`src/rtl/bin_to_bcd_pkg.sv`:
```
// bin_to_bcd_pkg: shared constants and state encoding for the binary-to-BCD
// converter and the display controller that consumes its digits.
//   BCD_W       - bits per BCD digit
//   NUM_DIGITS  - digits presented to the display (units/tens/hundreds)
//   MAX_DISPLAY - largest displayable value; larger results saturate to it
//   state_t     - IDLE/SHIFT/DONE sequencing states
package bin_to_bcd_pkg;

    localparam int unsigned BCD_W       = 4;
    localparam int unsigned NUM_DIGITS  = 3;
    // One extra accumulator digit (thousands) exists only to detect overflow.
    localparam int unsigned ACC_DIGITS  = NUM_DIGITS + 1;
    localparam int unsigned ACC_W       = BCD_W * ACC_DIGITS;
    localparam int unsigned MAX_DISPLAY = 999;

    localparam logic [BCD_W-1:0] SAT_UNITS    = BCD_W'(MAX_DISPLAY % 10);
    localparam logic [BCD_W-1:0] SAT_TENS     = BCD_W'((MAX_DISPLAY / 10) % 10);
    localparam logic [BCD_W-1:0] SAT_HUNDREDS = BCD_W'((MAX_DISPLAY / 100) % 10);

    typedef enum logic [1:0] {
        IDLE  = 2'd0,
        SHIFT = 2'd1,
        DONE  = 2'd2
    } state_t;

endpackage

```
`src/rtl/bin_to_bcd_if.sv`:
```
// bin_to_bcd_if: request/result bundle of the binary-to-BCD converter.
//   start, bin          - conversion request and the value to convert
//   busy, done          - conversion in progress / one-cycle completion pulse
//   N1, N2, N3          - units, tens, hundreds digits (held between results)
//   ovf                 - last converted value exceeded MAX_DISPLAY
// master: the requester; slave: the converter.
interface bin_to_bcd_if
    import bin_to_bcd_pkg::*;
#(
    parameter int unsigned WIDTH = 10
) ();

    logic             start;
    logic [WIDTH-1:0] bin;
    logic             busy;
    logic             done;
    logic [BCD_W-1:0] N1;
    logic [BCD_W-1:0] N2;
    logic [BCD_W-1:0] N3;
    logic             ovf;

    modport master (
        output start, bin,
        input  busy, done, N1, N2, N3, ovf
    );

    modport slave (
        input  start, bin,
        output busy, done, N1, N2, N3, ovf
    );

endinterface

```
`src/rtl/bin_to_bcd_add3.sv`:
```
// bcd_add3: combinational double-dabble digit correction.
//   din  - one 4-bit BCD accumulator digit
//   dout - din + 3 when din >= 5, otherwise din unchanged
module bcd_add3
    import bin_to_bcd_pkg::*;
(
    input  logic [BCD_W-1:0] din,
    output logic [BCD_W-1:0] dout
);

    always_comb begin
        dout = din;
        if (din >= BCD_W'(5)) begin
            dout = din + BCD_W'(3);
        end
    end

endmodule

```
`src/rtl/bin_to_bcd.sv`:
```
// bin_to_bcd: sequential shift-and-add-3 binary-to-BCD converter.
//   clk   - system clock, rising edge
//   reset - asynchronous active-high reset, aborts any conversion
//   bus   - slave side of bin_to_bcd_if (start/bin in; busy/done/N1..N3/ovf out)
// One conversion takes WIDTH SHIFT cycles plus one DONE cycle; results above
// MAX_DISPLAY saturate to it and set ovf.
module bin_to_bcd
    import bin_to_bcd_pkg::*;
#(
    parameter int unsigned WIDTH = 10
) (
    input  logic         clk,
    input  logic         reset,
    bin_to_bcd_if.slave  bus
);

    localparam int unsigned CNT_W = $clog2(WIDTH + 1);

    state_t               state;
    state_t               state_nxt;
    logic [WIDTH-1:0]     sh;
    logic [ACC_W-1:0]     acc;
    logic [CNT_W-1:0]     cnt;
    logic [ACC_W-1:0]     corr;
    logic [ACC_W+WIDTH-1:0] cat_nxt;
    logic [ACC_W-1:0]     acc_nxt;
    logic [BCD_W-1:0]     n1_q;
    logic [BCD_W-1:0]     n2_q;
    logic [BCD_W-1:0]     n3_q;
    logic                 ovf_q;

    // Correct every digit before the shift, then shift {acc, sh} as one word.
    for (genvar g = 0; g < ACC_DIGITS; g++) begin : g_add3
        bcd_add3 u_add3 (
            .din  (acc[g*BCD_W +: BCD_W]),
            .dout (corr[g*BCD_W +: BCD_W])
        );
    end

    assign cat_nxt = {corr, sh} << 1;
    assign acc_nxt = cat_nxt[ACC_W+WIDTH-1:WIDTH];

    always_ff @(posedge clk or posedge reset) begin
        if (reset) begin
            state <= IDLE;
        end else begin
            state <= state_nxt;
        end
    end

    always_comb begin
        state_nxt = state;
        unique case (state)
            IDLE:    if (bus.start) state_nxt = SHIFT;
            SHIFT:   if (cnt == CNT_W'(1)) state_nxt = DONE;
            DONE:    state_nxt = IDLE;
            default: state_nxt = IDLE;
        endcase
    end

    // The result registers load on the final shift edge (the one entering
    // DONE) so the new digits are visible in the same cycle as the done pulse.
    always_ff @(posedge clk or posedge reset) begin
        if (reset) begin
            sh    <= '0;
            acc   <= '0;
            cnt   <= '0;
            n1_q  <= '0;
            n2_q  <= '0;
            n3_q  <= '0;
            ovf_q <= 1'b0;
        end else begin
            unique case (state)
                IDLE: begin
                    if (bus.start) begin
                        sh  <= bus.bin;
                        acc <= '0;
                        cnt <= CNT_W'(WIDTH);
                    end
                end
                SHIFT: begin
                    sh  <= cat_nxt[WIDTH-1:0];
                    acc <= acc_nxt;
                    cnt <= cnt - CNT_W'(1);
                    if (cnt == CNT_W'(1)) begin
                        if (acc_nxt[ACC_W-1 -: BCD_W] != '0) begin
                            n1_q  <= SAT_UNITS;
                            n2_q  <= SAT_TENS;
                            n3_q  <= SAT_HUNDREDS;
                            ovf_q <= 1'b1;
                        end else begin
                            n1_q  <= acc_nxt[0*BCD_W +: BCD_W];
                            n2_q  <= acc_nxt[1*BCD_W +: BCD_W];
                            n3_q  <= acc_nxt[2*BCD_W +: BCD_W];
                            ovf_q <= 1'b0;
                        end
                    end
                end
                default: ;
            endcase
        end
    end

    always_comb begin
        bus.busy = (state != IDLE);
        bus.done = (state == DONE);
        bus.N1   = n1_q;
        bus.N2   = n2_q;
        bus.N3   = n3_q;
        bus.ovf  = ovf_q;
    end

endmodule

```
`src/flat_wrapper.sv`:
```
// flat-port wrapper written by rule: the top's interface ports become plain ports
module bin_to_bcd_flat import bin_to_bcd_pkg::*;
#(
    parameter int unsigned WIDTH = 10
)
  (clk, reset, bus_start, bus_bin, bus_busy, bus_done, bus_N1, bus_N2, bus_N3, bus_ovf);
  bin_to_bcd_if #(.WIDTH(WIDTH)) bus_i ();
  input  logic clk;
  input  logic reset;
  input wire logic [$bits(bus_i.start)-1:0] bus_start;
  input wire logic [$bits(bus_i.bin)-1:0] bus_bin;
  output wire logic [$bits(bus_i.busy)-1:0] bus_busy;
  output wire logic [$bits(bus_i.done)-1:0] bus_done;
  output wire logic [$bits(bus_i.N1)-1:0] bus_N1;
  output wire logic [$bits(bus_i.N2)-1:0] bus_N2;
  output wire logic [$bits(bus_i.N3)-1:0] bus_N3;
  output wire logic [$bits(bus_i.ovf)-1:0] bus_ovf;
  assign bus_i.start = bus_start;
  assign bus_i.bin = bus_bin;
  assign bus_busy = bus_i.busy;
  assign bus_done = bus_i.done;
  assign bus_N1 = bus_i.N1;
  assign bus_N2 = bus_i.N2;
  assign bus_N3 = bus_i.N3;
  assign bus_ovf = bus_i.ovf;
  bin_to_bcd #(.WIDTH(WIDTH)) u_core (.clk(clk), .reset(reset), .bus(bus_i));
endmodule
```
`config.mk`:
```
export PLATFORM = sky130hd
export DESIGN_NAME = bin_to_bcd_flat
export DESIGN_NICKNAME = d
export VERILOG_FILES = /design/src/rtl/bin_to_bcd_pkg.sv /design/src/rtl/bin_to_bcd_if.sv /design/src/rtl/bin_to_bcd_add3.sv /design/src/rtl/bin_to_bcd.sv /design/src/flat_wrapper.sv
export SDC_FILE = /design/constraint.sdc
export NUM_CORES = 1
export LEC_CHECK = 0
export BUFFER_PORTS_ARGS = -buffer_cell sky130_fd_sc_hd__clkbuf_2
export CORE_MARGIN = 5
export CORE_UTILIZATION = 52
export CTS_CLUSTER_SIZE = 30
export DETAILED_ROUTE_END_ITERATION = 8
export PLACE_DENSITY = 0.74
export SLEW_MARGIN = 20
export SYNTH_ARGS = -nofsm -noshare
export SYNTH_HDL_FRONTEND = slang
export SYNTH_SLANG_ARGS = --single-unit
```
`constraint.sdc`:
```
create_clock -name clk -period 2.05 [get_ports clk]
set_input_delay 0.1025 -clock clk [delete_from_list [all_inputs] [get_ports clk]]
set_output_delay 0.1025 -clock clk [all_outputs]
set_load 0.01 [all_outputs]
```
* After elaboration in Yosys (flattened, before gate mapping)
Index checks and enable logic that the tools add are counted.
** Storage, ports and cells
- Flip-flop bits (word level) :: 45
- Input bits :: 13
- Output and inout port bits :: 15
** Operators by class
- Add/subtract/negate cells :: 5
- Magnitude comparators :: 4
- Equality and inequality tests :: 5
- Muxes and demuxes :: 17
- Reduce and logical (&&, ||, !) cells :: 7
** Operators by type and width (number)
- $pmux 16 s2 :: 1
- $mux 4 :: 7
- $pmux 10 s2 :: 1
- $ge 4x3->1 const B :: 4
- $mux 16 :: 1
- $add 4x2->4 const B :: 3
- $mux 10 :: 1
- $pmux 4 s2 :: 1
- $reduce_and 2->1 :: 3
- $eq 4x1->1 const B :: 1
- $mux 2 :: 2
- $pmux 2 s2 :: 1
- $reduce_bool 2->1 :: 2
- $reduce_bool 4->1 :: 1
- $sub 4x1->4 const B :: 1
- $add 3x2->3 const B :: 1
- $mux 3 :: 1
- $eq 2x1->1 const B :: 1
- $eq 2x2->1 const B :: 1
- $logic_not 2->1 :: 1
- $ne 2x1->1 const B :: 1
- $ne 2x2->1 const B :: 1
- $mux 1 :: 1

* Logic depth before layout (Yosys ltp)
Gate-level depths: netlist (run 1).
- Depth after elaboration :: 4
- Mapped depth :: 7
- Gate-level depth less buffers :: 6

* Hierarchy
A second synthesis (run 1) with hierarchy kept.
** Unflattened totals
- Cells, all modules :: 267
- Area, all modules :: 2354.8 µm²
** Modules (own cells, without submodules)
- bin_to_bcd :: instances 1, cells an instance 203, area each 1949.4 µm², sequential area each 1126.1 µm²
- bcd_add3 :: instances 4, cells an instance 16, area each 101.3 µm², sequential area each 0.0 µm²

* Least setup slack after synthesis (run 1)
Ideal clock, no wire load.
- Path kind :: reg-to-reg
- Start :: register u_core.acc[12]
- End :: register u_core.n2_q[3], in the netlist u_core.bus.N2[3]
- Arrival time :: 1816 ps
- Required time :: 1929 ps
- Setup slack :: 113 ps
- Stages on the path, launching flop included :: 8
- Path buffers :: 1
- Cells stage by stage :: dfrtp_1 inv_1 ha_1 nand2b_1 a2111oi_1 o2111ai_2 buf_6 o22a_1
** Between the ends
- Word-level cells in the longest chain between the ends :: 4
- Elaborated cells between the ends (all ways) :: 5
** RTL lines
- start: declaration :: RTL line bin_to_bcd.sv:22 : logic [ACC_W-1:0] acc;
- start signal: assignment :: RTL line bin_to_bcd.sv:83 : acc <= acc_nxt;
- $ge 4x3->1 or $add 3x2->3 (tied branches) :: RTL line bin_to_bcd_add3.sv:13, bin_to_bcd_add3.sv:14
- $mux 3 * :: RTL line bin_to_bcd_add3.sv:13 : if (din >= BCD_W'(5)) begin
- $reduce_bool 4->1 * :: RTL line bin_to_bcd.sv:86 : if (acc_nxt[ACC_W-1 -: BCD_W] != '0) begin
- $mux 4 * :: RTL line bin_to_bcd.sv:86
- end signal: assignment :: RTL line bin_to_bcd.sv:93 : n2_q <= acc_nxt[1*BCD_W +: BCD_W];
- end: declaration :: RTL line bin_to_bcd.sv:28 : logic [BCD_W-1:0] n2_q;
Mark *: on every way between the ends. The rest lies on a longest branch, timed or not.
A chain may end at the register's enable or synchronous reset.

* Worst setup path in the final report (run 1)
- Start :: register u_core.acc[13]
- End :: register u_core.n1_q[0], in the netlist u_core.bus.N1[0]
** Between the ends
- Word-level cells in the longest chain between the ends :: 4
- Elaborated cells between the ends (all ways) :: 5
** RTL lines
- $ge 4x3->1 or $add 3x2->3 (tied branches) :: RTL line bin_to_bcd_add3.sv:13, bin_to_bcd_add3.sv:14
- $mux 3 * :: RTL line bin_to_bcd_add3.sv:13
- $reduce_bool 4->1 * :: RTL line bin_to_bcd.sv:86
- $mux 4 * :: RTL line bin_to_bcd.sv:86
- end signal: assignment :: RTL line bin_to_bcd.sv:92 : n1_q <= acc_nxt[0*BCD_W +: BCD_W];
- end: declaration :: RTL line bin_to_bcd.sv:27 : logic [BCD_W-1:0] n1_q;
Marked as above.

==> flow_summary.ini, run 1 <==
[clock_tree]
cts.sinks = 45
numCtsBuffers = 5
tritoncts = done
htreeDepth = 2
root_buffer = clkbuf_8
clkTransAtPathRegs_ps = 90
worst_skew_pair.late_latency_ps = 300
clockBufferDepth = 2

[worst_setup_path]
reg2reg_depth = 7
crit_start = u_core.acc[13]
regToRegSetupSlack_ps = 80
critPathKind = register to register
cp.arrival_ps = 2150
r2r_end = u_core.bus.N1[0]
cp_data_required_time_ps = 2230
cp_max_fo = 7
worstSetupStartpointType = register
endpoint_kind = register
endpoint = u_core.bus.N1[0]
r2r_start = u_core.acc[13]

[placement]
port_buffers = 27
place.gp.congestion = 0.7789
dp.cells = 313
post-dp-hpwl_mm = 3.043

[yosys]
yosysWarnings = 0
synth_edf_count = 0
synthFlopType = dfrtp_1
syn-num-nets = 257
synth-simple-area-share_pct = 15.45
yosysTopAreaCellShare_pct = 49.67
ys_seq_area_share_pct = 49.67
synth_largest_area_cell = dfrtp_1
synth_top_family_by_area = compound AO/OA/AOI/OAI gates
muxShareOfSynthArea_pct = 2.483
synth.distinct_cells = 34
synthCells = 234
async_reset_ff_share_pct = 100.0
synthXorXnorAreaFrac_pct = 1.545
synth_compound_area_share_pct = 21.08
synth_area_leaders = dfrtp_1 50%, o21ai_1 7.7%, nand2_1 6.0%
synth-seq-cells = 45
synthAdderAreaFrac_pct = 5.519
synth_area_mm2 = 0.002267
syn_avg_cell_area_um2 = 9.689

[timing]
period_minus_slack_ps = 1969
finalCritPeriodShare_pct = 96.06
finalHoldViolCount = 0
relSlewSlack_pct = 62.52
setup_violations = 0
max_freq_ghz = 0.5078
tightest_slew_ps = 562.3
fin_skew_ps = 13.60
final-max-slew-violation-count = 0

[cells_and_area]
antenna_cells = 0
layout_common_cells = 44 x dfrtp_1, 36 x nand2_1, 35 x o21ai_1, 27 x clkbuf_2, 17 x a21oi_1
areaGrowthSynthToFinish_pct = 17.83
layout-drive-gt1-share_pct = 23.08
nets = 295
final_cells = 325
final_common_cell = dfrtp_1

[pwr]
powerDensity_mw_per_mm2 = 1587
leakagePower_nw = 1.195
power.total_mw = 4.241
vdd_drop_max_v = 0.0008510

[drt]
vias_per_cell = 5.538
drcViolationCount = 0
via_count = 1800
routedWlPerCell_um = 14.37
drt-total-wl_mm = 4.669
drtAntennaViolNets = 0
dr.pass1.iters = 4
first_iter_violations = 90

[grt]
track_usage_pct = 16.47
antenna_found_initial = 0
grt_max_degree = 46
gr-total-overflow = 0
grt_pass1_wl_mm = 8.004
grt_pass1_vias = 1786

[status]
status = completed

[die]
rows = 24
io_pins = 28
die_y_um = 76.03
core_mm2 = 0.004294
start_util_pct = 52.80
die-area_mm2 = 0.005781
die_x_um = 76.03

[flow_run]
maxCapViolations = 0

[hold_path]
hp-class = input pin to register
synthesized netlist by cell type, types with 5 or more instances:
master / number
a21oi_1: 17
nand2_1: 36
inv_1: 11
nand2b_1: 9
clkbuf_1: 6
nor2_1: 5
dfrtp_1: 45
o21ai_1: 35
ha_1: 10
nor3b_1: 9
o21ai_0: 5
o22a_1: 6
per-stage QoR:
step / hold WS, ps / setup WS, ps / utilization (%) / instance area, um2 / TNS, ps
3_5_place_dp: 258.8 / 132.7 / 58.19 / 2499 / 0
5_1_grt: 103.9 / -49.13 / 62.21 / 2671 / -219.9
6_report: 92.43 / 80.75 / 62.21 / 2671 / 0
4_1_cts: 80.44 / 98.98 / 61.13 / 2625 / 0
3_3_place_gp: 258.5 / 158.2 / 58.19 / 2499 / 0
2_1_floorplan: 288.8 / 112.9 / - / 2267 / 0
flip-flops by register name, indices dropped and copies added, names as in the netlist:
name	cells
u_core.state	2
u_core.bus.N2	4
u_core.acc	16
u_core.sh	10
u_core.bus.N1	4
u_core.cnt	4
u_core.bus.ovf	1
u_core.bus.N3	4
per-layer routing:
layer | up-vias | GRT usage, % | share of wire (%)
met5 | - | 0 | 0
met4 | 0 | 5.872 | 2.0
met3 | 9 | 3.191 | 3.4
met2 | 23 | 27.74 | 50
met1 | 883 | 20.99 | 44
li1 | 885 | - | -
where the power goes:
| group | leakage (nW) | total [mW] | internal (mW) | switching, mW |
|---|---|---|---|---|
| logic | 0.578 | 1.97 | 0.907 | 1.06 |
| clock network | 0.0585 | 0.691 | 0.398 | 0.294 |
| registers | 0.558 | 1.58 | 1.26 | 0.320 |
| total | 1.19 | 4.24 | 2.57 | 1.67 |
kinds of logic (layout without fill, tap and decap cells):
| group | after synthesis | in the layout |
|---|---|---|
| compound gates | 77 | 77 |
| simple gates | 70 | 70 |
| flops | 45 | 45 |
| fa+ha+maj | 10 | 10 |
| buf+inv | 23 | 62 |
| xor+xnor | 4 | 4 |
| mux | 5 | 5 |
final cells by class:
class / count / area, um2
clock buffers: 7 / 86.33
clock inverters: 1 / 30.03
fillers: 347 / 1623
inverters: 13 / 48.80
multi-input cells: 166 / 1066
flip-flops and latches: 45 / 1127
well taps: 52 / 65.06
repair buffers: 41 / 247.7
worst max-delay path, cell delays in order, from the launching register on:
cell and delay [ps]:
dfrtp_1 400, inv_2 80, ha_1 190, nand2b_1 180, a2111oi_2 430, o2111ai_2 220
buf_6 180, o22a_1 170
worst min path at each step:
stage | depth (start not counted) | to | startpoint | slack (ps)
finish | 3 | u_core.sh[3] | bus_bin[3] | 90
detailed placement | 3 | u_core.acc[15] | reset | 260
global route | 3 | u_core.sh[3] | bus_bin[3] | 100
global placement | 3 | u_core.sh[0] | reset | 260
floorplan | 2 | u_core.sh[3] | bus_bin[3] | 290
CTS | 3 | u_core.sh[3] | bus_bin[3] | 80
repair_timing:
| item | CTS | global route |
|---|---|---|
| hold endpoints to repair | 45 | 0 |
| gates resized for setup | 0 | 9 |
| hold buffers | 1 | 0 |
| setup buffers | 0 | 3 |
| setup endpoints to repair | 0 | 12 |
(Power assumes the default switching activity.)
==> run 2: changes to the inputs <==
- CORE_MARGIN: 5 -> 8
==> flow_summary.ini, run 2 (same netlist as run 1, synthesis figures left out) <==
[status]
status = completed

[cells_and_area]
n_fill_cell = 373
layout_common_cells = 44 x dfrtp_1, 36 x nand2_1, 35 x o21ai_1, 27 x clkbuf_2, 17 x a21oi_1
areaGrowthSynthToFinish_pct = 18.87
nets = 296
utilization_pct = 63.20
reg_top3 = u_core.acc: 16 flops, u_core.sh: 10 flops
seqCellArea_mm2 = 0.001127
layout-drive-gt1-share_pct = 23.72
final_common_cell = dfrtp_1
largest_reg_flops = 16
final_cells = 326
antenna_cells = 0
multi_input_area_mm2 = 0.001086
regMostFlops = u_core.acc

[pwr]
power.internal_mw = 2.585
leakagePower_nw = 1.204
powerDensity_mw_per_mm2 = 1574
comb_power_share_pct = 46.3
switchingPower_mw = 1.657
switching_share_pct = 39.06
vdd_drop_max_v = 0.0008034
clockPowerShare_pct = 16.1
p_seq_share_pct = 37.6

[worst_setup_path]
r2r_start = u_core.acc[12]
crit_start = u_core.acc[12]
endpoint_kind = register
cp_max_fo = 7
cp.arrival_ps = 2120
cp_data_required_time_ps = 2230
worstSetupStartpointType = register
critPathKind = register to register
regToRegSetupSlack_ps = 110

[timing]
relSlewSlack_pct = 58.06
setup_slack_ps = 111.6
finalCritPeriodShare_pct = 94.56
rsz0062_at_grt = false
finalSetupTns_ps = 0
period_minus_slack_ps = 1938
tightest_slew_ps = 625.3
max_freq_ghz = 0.5159
fin_skew_ps = 9.384
final-max-slew-violation-count = 0
finalHoldViolCount = 0
setup_violations = 0

[drt]
routedWlPerCell_um = 14.33
drtAntennaViolNets = 0
vias_per_cell = 5.439
dr.pass1.iters = 4
first_iter_violations = 99
drt-total-wl_mm = 4.671
via_count = 1773
drcViolationCount = 0

[die]
rows = 24
die_y_um = 82.03
core_mm2 = 0.004264
io_pins = 28
die_x_um = 82.03
start_util_pct = 53.17
die-area_mm2 = 0.006729

[grt]
grt_max_degree = 31
grt_pass1_vias = 1764
gr-total-overflow = 0
antenna_found_initial = 0
grtUsageMet2_pct = 24.94
met3_usage_pct = 3.282
grt_use_met1_pct = 19.37
grt_pass1_wl_mm = 8.024
track_usage_pct = 15.20
grt_busiest_layer = met2

[clock_tree]
numCtsBuffers = 5
clockBufferDepth = 2
htreeDepth = 2
worst_skew_pair.late_latency_ps = 290
tritoncts = done
cts.sinks = 45
clkTransAtPathRegs_ps = 80
root_buffer = clkbuf_8

[placement]
port_buffers = 27
dp.cells = 313
post-dp-hpwl_mm = 3.248
place.gp.congestion = 0.7950
dp_slack_ps = 77.74

[hold_path]
hp-start = bus_bin[3]
hp-class = input pin to register

[flow_run]
maxCapViolations = 0
-- run 2: cell count changes in the layout (fill, tap and decap cells not counted) --
cell / delta
a2111oi_4: +1
buf_6: -1
nand2b_4: +1
buf_4: +2
a2111oi_2: -1
nand2b_1: -1
-- run 2: stage by stage --
stage          total power [mW]  area (um2)  hold WS, ps
2_1_floorplan             2.930        2267        288.8
3_3_place_gp              3.378        2499        119.3
3_5_place_dp              3.447        2499        122.1
4_1_cts                   4.150        2625        98.88
5_1_grt                   4.604        2695        121.7
6_report                  4.242        2695        99.30
-- run 2: critical path: stages (launching register included) --
cell       delay, ps
dfrtp_2          440
buf_4            140
ha_1             210
nand2b_4         160
a2111oi_4        300
o2111ai_2        210
buf_6            180
o22a_1           180
-- run 2: timing repair --
action	4_1_cts	5_1_grt
endpoints found under the setup margin	0	13
hold buffers	1	0
resized for setup	0	10
hold endpoints to repair	16	0
setup buffers	0	4
-- run 2: path summary, 6_finish.rpt --
| check | end | cells after the start |
|---|---|---|
| min in group asynchronous | u_core.cnt[2] | 3 |
| hold / removal | u_core.sh[3] | 3 |
| hold reg to reg | u_core.bus.N2[2] | 2 |
| setup reg to reg | u_core.bus.N2[3] | 7 |
| setup / recovery | u_core.bus.N2[3] | 7 |
| max in group asynchronous | u_core.acc[12] | 4 |
-- run 2: metal layers --
layer / part of all wire [%] / routed length (um) / up-vias
met2: 52 / 2417 / 22
met1: 45 / 2102 / 855
li1: - / - / 890
met3: 2.0 / 94 / 6
met4: 1.2 / 57 / 0
met5: 0 / 0 / -
-- run 2: power by group through the flow --
stage	clock (mW)	sequential, mW	combinational [mW]
floorplan	0	1.56	1.37
global placement	0	1.57	1.80
detailed placement	0	1.59	1.86
CTS	0.703	1.57	1.87
global route	0.733	1.65	2.22
finish	0.682	1.60	1.96
-- run 2: area by class of cell --
class                   instances  area share (%)
inverters                      13           1.811
multi-input cells             166           40.30
clock inverters                 1           1.114
repair buffers                 42           9.331
clock buffers                   7           3.203
well taps                      52           2.414
flip-flops and latches         45           41.83
==> run 3: changes to the inputs <==
- RECOVER_POWER: default -> 100
==> flow_summary.ini, run 3 (same netlist as run 1, synthesis figures left out) <==
[grt]
antenna_found_initial = 0
gr-total-overflow = 0
grt_pass1_vias = 1764
grt_pass1_wl_mm = 8.024
grt_max_degree = 31
track_usage_pct = 15.20

[drt]
first_iter_violations = 78
vias_per_cell = 5.457
drcViolationCount = 0
routedWlPerCell_um = 14.32
drtAntennaViolNets = 0
via_count = 1779
dr.pass1.iters = 4
drt-total-wl_mm = 4.667

[clock_tree]
clkTransAtPathRegs_ps = 80
numCtsBuffers = 5
cts.sinks = 45
tritoncts = done
htreeDepth = 2
worst_skew_pair.late_latency_ps = 290
clockBufferDepth = 2
root_buffer = clkbuf_8

[die]
die_x_um = 82.03
core_mm2 = 0.004264
io_pins = 28
start_util_pct = 53.17
die-area_mm2 = 0.006729
die_y_um = 82.03
rows = 24

[timing]
relSlewSlack_pct = 39.77
max_freq_ghz = 0.5150
period_minus_slack_ps = 1942
final-max-slew-violation-count = 0
rsz0062_at_grt = false
setup_violations = 0
finalHoldViolCount = 0
fin_skew_ps = 11.14
tightest_slew_ps = 903.4
finalSetupTns_ps = 0
finalCritPeriodShare_pct = 94.72

[placement]
post-dp-hpwl_mm = 3.248
postPlaceCellArea_mm2 = 0.002499
place.gp.congestion = 0.7950
port_buffers = 27

[status]
status = completed

[cells_and_area]
areaGrowthSynthToFinish_pct = 17.55
antenna_cells = 0
regMostFlops = u_core.acc
largest_reg_flops = 16
final_common_cell = dfrtp_1
nets = 296
layout-drive-gt1-share_pct = 15.69
layout_common_cells = 44 x dfrtp_1, 36 x nand2_1, 24 x o21ai_0, 19 x clkbuf_1, 17 x a21oi_1
postLayoutCellArea_mm2 = 0.002665
reg_top3 = u_core.acc: 16 flops, u_core.sh: 10 flops

[worst_setup_path]
endpoint = u_core.bus.N2[3]
critPathKind = register to register
worstSetupStartpointType = register
crit_start = u_core.acc[12]
regToRegSetupSlack_ps = 110
cp_max_fo = 7
r2r_start = u_core.acc[12]
cp.arrival_ps = 2120
reg2reg_depth = 7
endpoint_kind = register
cp_data_required_time_ps = 2230
r2r_end = u_core.bus.N2[3]

[pwr]
comb_power_share_pct = 45.2
p_seq_share_pct = 38.5
vdd_drop_max_v = 0.0008199
switchingPower_mw = 1.630
switching_share_pct = 39.32
power.internal_mw = 2.516
leakagePower_nw = 1.146
clockPowerShare_pct = 16.4
powerDensity_mw_per_mm2 = 1556
power.total_mw = 4.146

[flow_run]
maxCapViolations = 0

[hold_path]
hp-class = input pin to register
-- run 3: worst min-delay path by stage --
stage,startpoint,endpoint,slack (ps),depth (start not counted)
after detailed placement,reset,u_core.sh[1],120,2
after global placement,reset,u_core.sh[0],120,2
after CTS,bus_bin[3],u_core.sh[3],100,3
final,bus_bin[3],u_core.sh[3],120,3
after global routing,bus_bin[9],u_core.sh[9],150,3
after floorplan,bus_bin[3],u_core.sh[3],290,2
-- run 3: final cells by class --
class                   count  area, um2
clock buffers               7      86.33
multi-input cells         166       1086
fillers                   380       1599
inverters                  13      48.80
repair buffers             42      221.5
flip-flops and latches     45       1127
clock inverters             1      30.03
well taps                  52      65.06
-- run 3: through the flow --
step                setup slack (ps)  hold WS [ps]  instances  utilization [%]
finish                         108.3         121.0        326            62.50
global route                   24.45         149.5        326            62.50
CTS                            62.87         98.88        322            61.56
detailed placement             77.74         122.1        313            58.60
global placement               143.2         119.3        313            58.60
floorplan                      112.9         288.8        234                -
-- run 3: power by group through the flow --
stage	sequential (mW)	clock, mW	combinational [mW]
final	1.59	0.678	1.87
after detailed placement	1.59	0	1.86
after floorplan	1.56	0	1.37
after CTS	1.57	0.703	1.87
after global placement	1.57	0	1.80
after global routing	1.65	0.733	2.13
-- run 3: repair_timing --
item	4_1_cts	5_1_grt
endpoints found under the hold margin	16	0
hold buffers	1	0
endpoints found under the setup margin	0	13
setup buffers	0	4
gates resized for setup	0	10
-- run 3: critical path, stage by stage, from the launching register on --
cell	delay [ps]
dfrtp_2	440
buf_4	140
ha_1	210
nand2b_4	160
a2111oi_4	300
o2111ai_2	210
buf_6	180
o22a_1	180
-- run 3: layer usage --
| layer | part of all wire [%] | global-route usage, % | vias to the layer above |
|---|---|---|---|
| met5 | 0 | 0 | - |
| met2 | 52 | 24.94 | 15 |
| met3 | 1.6 | 3.282 | 6 |
| li1 | - | - | 892 |
| met1 | 45 | 19.37 | 866 |
| met4 | 1.1 | 5.263 | 0 |
